==> src/rtl/mem_port_arbiter.sv <==
// Round-robin arbiter sharing one single-port memory between an instruction-fetch
// port (A) and a load/store port (B); the grant is held until the memory responds.
module mem_port_arbiter #(
    parameter int AW = 16,
    parameter int DW = 16,
    parameter int CW = 16
) (
    input  logic            clk,
    input  logic            reset_n,
    input  logic            a_read,
    input  logic            a_write,
    input  logic [DW/8-1:0] a_wmask,
    input  logic [AW-1:0]   a_address,
    input  logic [DW-1:0]   a_wdata,
    output logic            a_resp,
    output logic [DW-1:0]   a_rdata,
    input  logic            b_read,
    input  logic            b_write,
    input  logic [DW/8-1:0] b_wmask,
    input  logic [AW-1:0]   b_address,
    input  logic [DW-1:0]   b_wdata,
    output logic            b_resp,
    output logic [DW-1:0]   b_rdata,
    output logic            mem_read,
    output logic            mem_write,
    output logic [DW/8-1:0] mem_wmask,
    output logic [AW-1:0]   mem_address,
    output logic [DW-1:0]   mem_wdata,
    input  logic            mem_resp,
    input  logic [DW-1:0]   mem_rdata,
    output logic [CW-1:0]   contention_count
);
    localparam logic [1:0] IDLE    = 2'd0;
    localparam logic [1:0] GRANT_A = 2'd1;
    localparam logic [1:0] GRANT_B = 2'd2;

    logic [1:0]    state_q, state_d;
    logic          last_grant_q, last_grant_d;
    logic [CW-1:0] count_q, count_d;
    logic          req_a, req_b, contend;

    assign req_a = a_read | a_write;
    assign req_b = b_read | b_write;

    always_comb begin
        state_d      = state_q;
        last_grant_d = last_grant_q;
        mem_read     = 1'b0;
        mem_write    = 1'b0;
        mem_wmask    = '0;
        mem_address  = '0;
        mem_wdata    = '0;
        a_resp       = 1'b0;
        b_resp       = 1'b0;
        a_rdata      = '0;
        b_rdata      = '0;
        case (state_q)
            IDLE: begin
                // On a tie, the port that was not served last goes next
                if (req_a && req_b)
                    state_d = last_grant_q ? GRANT_A : GRANT_B;
                else if (req_a)
                    state_d = GRANT_A;
                else if (req_b)
                    state_d = GRANT_B;
            end
            GRANT_A: begin
                a_rdata = mem_rdata;
                if (req_a) begin
                    mem_write   = a_write;
                    mem_read    = a_read & ~a_write;
                    mem_wmask   = a_wmask;
                    mem_address = a_address;
                    mem_wdata   = a_wdata;
                    a_resp      = mem_resp;
                    if (mem_resp) begin
                        state_d      = IDLE;
                        last_grant_d = 1'b0;
                    end
                end else begin
                    state_d = IDLE;
                end
            end
            GRANT_B: begin
                b_rdata = mem_rdata;
                if (req_b) begin
                    mem_write   = b_write;
                    mem_read    = b_read & ~b_write;
                    mem_wmask   = b_wmask;
                    mem_address = b_address;
                    mem_wdata   = b_wdata;
                    b_resp      = mem_resp;
                    if (mem_resp) begin
                        state_d      = IDLE;
                        last_grant_d = 1'b1;
                    end
                end else begin
                    state_d = IDLE;
                end
            end
            default: state_d = IDLE;
        endcase
    end

    assign contend = ((state_q == GRANT_A) && req_b) ||
                     ((state_q == GRANT_B) && req_a) ||
                     ((state_q == IDLE) && req_a && req_b);

    always_comb begin
        count_d = count_q;
        if (contend && (count_q != {CW{1'b1}}))
            count_d = count_q + {{(CW-1){1'b0}}, 1'b1};
    end

    always_ff @(posedge clk or negedge reset_n) begin
        if (!reset_n) begin
            state_q      <= IDLE;
            last_grant_q <= 1'b1;
            count_q      <= '0;
        end else begin
            state_q      <= state_d;
            last_grant_q <= last_grant_d;
            count_q      <= count_d;
        end
    end

    assign contention_count = count_q;
endmodule
==> config.mk <==
export PLATFORM = sky130hd
export DESIGN_NAME = mem_port_arbiter
export DESIGN_NICKNAME = d
export VERILOG_FILES = /design/src/rtl/mem_port_arbiter.sv
export SDC_FILE = /design/constraint.sdc
export NUM_CORES = 1
export LEC_CHECK = 0
export BUFFER_PORTS_ARGS = -buffer_cell sky130_fd_sc_hd__buf_2
export CAP_MARGIN = 20
export CORE_ASPECT_RATIO = 0.75
export CORE_MARGIN = 1
export CORE_UTILIZATION = 34
export DETAILED_ROUTE_END_ITERATION = 10
export PLACE_DENSITY = 0.79
export RECOVER_POWER = 50
export SLEW_MARGIN = 20
export SYNTH_ARGS = -nofsm -noshare
export SYNTH_HDL_FRONTEND = slang
export SYNTH_SLANG_ARGS = --single-unit
==> constraint.sdc <==
create_clock -name clk -period 1.9 [get_ports clk]
set_clock_uncertainty 0.1 [all_clocks]
set_input_delay 0.19 -clock clk [delete_from_list [all_inputs] [get_ports clk]]
set_output_delay 0.19 -clock clk [all_outputs]
set_load 0.05 [all_outputs]
## Word level (Yosys, flattened, before mapping)

Cells that the tools add are included.

- Logic and storage cells: 63
- Flip-flop bits (word level): 19
- Output and inout port bits: 86
- Bits of input ports: 91

- Reductions and logical operators: 11
- Equality and inequality tests: 8
- Add/sub/neg operators: 1
- Mux-type cells: 34
- Bitwise gates (word level): 6

Operators with widths:

| kind | number |
|---|---|
| $mux 16 | 6 |
| $pmux 16 s2 | 2 |
| $mux 2 | 9 |
| $add 16x1->16 const B | 1 |
| $ne 16x16->1 const B | 1 |
| $mux 1 | 12 |
| $ne 2x2->1 const B | 4 |
| $logic_and 1x1->1 | 6 |
| $pmux 1 s2 | 3 |
| $pmux 2 s3 | 1 |
| $reduce_and 5->1 | 1 |
| $ne 4x4->1 const B | 1 |
| $pmux 2 s2 | 1 |
| $and 1x1->1 | 2 |
| $eq 2x1->1 const B | 1 |
| $eq 2x2->1 const B | 1 |
| $logic_not 2->1 | 1 |
| $logic_or 1x1->1 | 2 |
| $not 1->1 | 2 |
| $or 1x1->1 | 2 |
| $reduce_bool 2->1 | 1 |

## Longest topological paths before layout

- Depth in word-level cells: 5
- Mapped depth: 7
- Gate-level depth less buffers: 6

## Least setup slack after synthesis

OpenSTA, ideal clock, no wires.

- Kind: flip-flop to output port
- From: reg state_q[1]
- To: out mem_address[0]
- Stages on the path, launching flop included: 8
- Buffers on the path: 2
- Data required time: 1.610 ns
- Arrival time: 2.186 ns
- Slack: -0.576 ns
- Path through: dfrtp_1 inv_1 ha_1 o21a_1 clkbuf_1 clkbuf_1 a22oi_1 nor2b_1

- Cells in the longest elaborated chain, start to end: 2
- Elaborated cells on any way between the ends: 3
- Classes of those cells: eq/ne (2); mux (1)

Ends and longest elaborated chain:

| element | line | RTL |
|---|---|---|
| start: declaration | 37 | `logic [1:0] state_q, state_d;` |
| start signal: assignment | 121 | `state_q <= state_d;` |
| $eq 2x2->1 / $eq 2x1->1 (equally long branches) | 57 | `case (state_q)` |
| $pmux 16 s2 (*) | 57 |  |
| end: declaration | 27 | `output logic [AW-1:0] mem_address,` |

Mark *: on every way between the ends. The rest lies on a longest branch, timed or not.

## Worst setup path in the final report

- From: reg state_q[0]
- To: out mem_wdata[11]

- Cells in the longest elaborated chain, start to end: 2
- Elaborated cells on any way between the ends: 3
- Classes of those cells: eq/ne (2); mux (1)

Ends and longest elaborated chain:

| element | line | RTL |
|---|---|---|
| $eq 2x2->1 / $eq 2x1->1 (equally long branches) | 57 |  |
| $pmux 16 s2 (*) | 57 |  |
| end: declaration | 28 | `output logic [DW-1:0] mem_wdata,` |

Marked as above.

==> results.cfg <==
[outcome]
status = finished with violations
violations = setup timing

[pwr]
worst_ir_drop_vdd_mv = 0.835
p_leak_uw = 0.00187
powerDensity_nw_per_um2 = 1520

[setup_path]
reg2reg_depth = 7
cp.depth = 7
r2r_start = state_q[0]$_DFFE_PN0P_
r2r_setup_slack_ps = -90
crit_slowest_cell = dfrtp_2
reg2reg_to = contention_count[1]$_DFFE_PN0P_
end_kind = primary output
worst-path-buf-inv = 3
crit_type = reg -> out
critPathTopFamily = flip-flops
cp_cell_sequence = inv_4, ha_4, o21a_4, clkbuf_16, a22oi_2, nor2b_4, buf_8
endpoint = mem_wdata[11]
start_kind = flip-flop
startpoint = state_q[0]$_DFFE_PN0P_
max_stage_delay_ps = 450
required_ps = 1610
path_max_fanout = 8
critPathArrivalTime_ps = 1750

[synthesis]
ys_types = 38
syn_area_sq_um = 1900
synth_seq_cells = 19
synth_edf_count = 0
yosysWarnings = 0
synth_top_area_cell = dfrtp_1
synth_top_area_share_pct = 23.7
synth_area_leaders = dfrtp_1 24%, a22oi_1 13%, nor2b_1 12%, and2_1 11%, xor2_1 6.9%
async_flop_share_pct = 100
avgSynthCellArea_sq_um = 8.26
synthFlopType = dfrtp_1
synth_cells = 230
syn_nets = 328
yosysSeqAreaShare_pct = 25.1

[final_layout]
antenna_cells = 0
layout-drive-gt1-share_pct = 73.8
final_util_pct = 77.7
syn_to_final_growth_pct = 119
layout.nets = 515

[clock_network]
clock-sinks = 19
htreeDepth = 1
clock-root-buffer = clkbuf_8
cts_tree = built
clk_latency_ps = 260
clock_path_buffers = 2
cts_made_buffers = 3
clkTransAtPathRegs_ps = 80

[timing]
finalCriticalPeriod_ps = 2040
relSlewSlack_pct = 31.5
fmax_mhz = 490
fin_tns_setup_ps = -4370
tightest_slew_ps = 1030
finalCritPeriodShare_pct = 107
hold_viol_final = 0
slew_viol_final = 0
rsz0062_at_grt = yes
setup_ws_ps = -142
setup_viol = 39

[floorplanning]
fp.dieH_um = 66.7
dieWidth_um = 88.3
ioPinCount = 177
start_util_pct = 35.5
coreArea_sq_um = 5350
rows = 23
design.die.area_sq_um = 5890

[route]
wl_mm = 8.79
first_pass_iters = 6
via_per_inst = 5.30
drt_iter0_drc = 126
ant_nets = 0
drcViolationCount = 0
num_vias = 2603
wl_per_cell_um = 17.9

[placed_design]
dp_hpwl_mm = 5.17
place.gp.congestion = 0.812
io_buffers = 176

[flow_run]
cap_violations = 0

[global_route]
grt_pass1_vias = 2306
grt_overflow_total = 0
grt_start_max_net_pins = 36
grt_antenna_before_repair = 0
grt_usage_pct = 25.7
grt_pass1_wl_mm = 11.4

[min_path]
hp-class = in -> reg
## tightest hold or removal path: cells and delay by family
kind,cells,cell delay (ps)
AOI/OAI and AO/OA,2,310
buffers and inverters,1,150
## routing by layer
layer	vias up	track usage (%)	wire, um
li1	1194	-	-
met1	1251	31.0	3420
met2	143	44.9	4680
met3	15	6.44	591
met4	0	7.46	104
met5	-	0	0
## cells in the final DEF, fill, tap and decap left out, drive strengths merged, types with 3 or more instances in the layout
| cell type | count |
|---|---|
| nor2b | 36 |
| ha | 7 |
| nor4 | 7 |
| nand2 | 10 |
| xor2 | 15 |
| dfrtp | 18 |
| buf | 184 |
| clkbuf | 18 |
| nand3 | 4 |
| or2 | 3 |
| nor2 | 4 |
| nor3 | 6 |
| nand4 | 6 |
| a22oi | 34 |
| and2 | 34 |
## report_power, final
part           switching [uW]  internal [uW]
Clock                     141            148
Combinational            3020           2350
Sequential                141            532
Total                    3300           3030
## area by class of cell
cell class / instances / area (sq um)
Tap cell: 75 / 93.8
Clock buffer: 3 / 41.3
Inverter: 2 / 10.0
Clock inverter: 1 / 7.51
Multi-Input combinational cell: 191 / 1900
Fill cell: 344 / 1190
Timing Repair Buffer: 200 / 1610
Sequential cell: 19 / 493
## through the flow
step / hold WS [ps] / instances / power, uW / area, sq um / worst slack (ps)
2_1_floorplan: -206 / 230 / 3830 / 2170 / 0.471
3_3_place_gp: 49.8 / 473 / 4650 / 3180 / 48.0
3_5_place_dp: 52.7 / 473 / 4710 / 3180 / -10.0
4_1_cts: 301 / 487 / 5780 / 3840 / -121
5_1_grt: 314 / 491 / 6590 / 4160 / -209
6_report: 338 / 491 / 6330 / 4160 / -142
## worst min-delay path by stage
stage	startpoint	endpoint	cells past startpoint
floorplan	reset_n	contention_count[0]$_DFFE_PN0P_	0
global placement	reset_n	state_q[1]$_DFFE_PN0P_	1
detailed placement	reset_n	state_q[1]$_DFFE_PN0P_	1
CTS	reset_n	contention_count[5]$_DFFE_PN0P_	2
global route	mem_resp	state_q[1]$_DFFE_PN0P_	3
finish	mem_resp	state_q[1]$_DFFE_PN0P_	3
## sequential cells by signal, indices dropped and copies added, names as in the netlist
register,flops
contention_count,16
last_grant_q,1
state_q,2
## cell usage after synthesis (all sizes together), types with 3 or more instances
library cell,n
nor4,7
or2,3
nor2,4
nand3,4
dfrtp,18
a22oi,34
nor3,6
xor2,15
nand4,6
ha,7
and2,34
clkbuf,15
nand2,10
buf,3
nor2b,36
## repair_timing
item                                    CTS  global route
gates cloned                              4             3
pin swaps                                 3             5
gates resized for setup                 128            82
hold buffers                              1             0
endpoints found under the setup margin   60            63
endpoints found under the hold margin    18             0
setup buffers                             5             2
## cell families (layout without fill, tap and decap cells)
family / Yosys count / after routing / share of synthesized area, %
AO/OA/AOI/OAI: 49 / 49 / 20.4
flip-flops: 19 / 19 / 25.1
buffers and inverters: 20 / 206 / 4.81
multiplexers: 1 / 1 / 0.790
XOR/XNOR: 15 / 15 / 6.92
AND/OR/NAND/NOR: 119 / 119 / 37.4
adder cells (fa/ha/maj): 7 / 7 / 4.61
(Power assumes the default switching activity.)
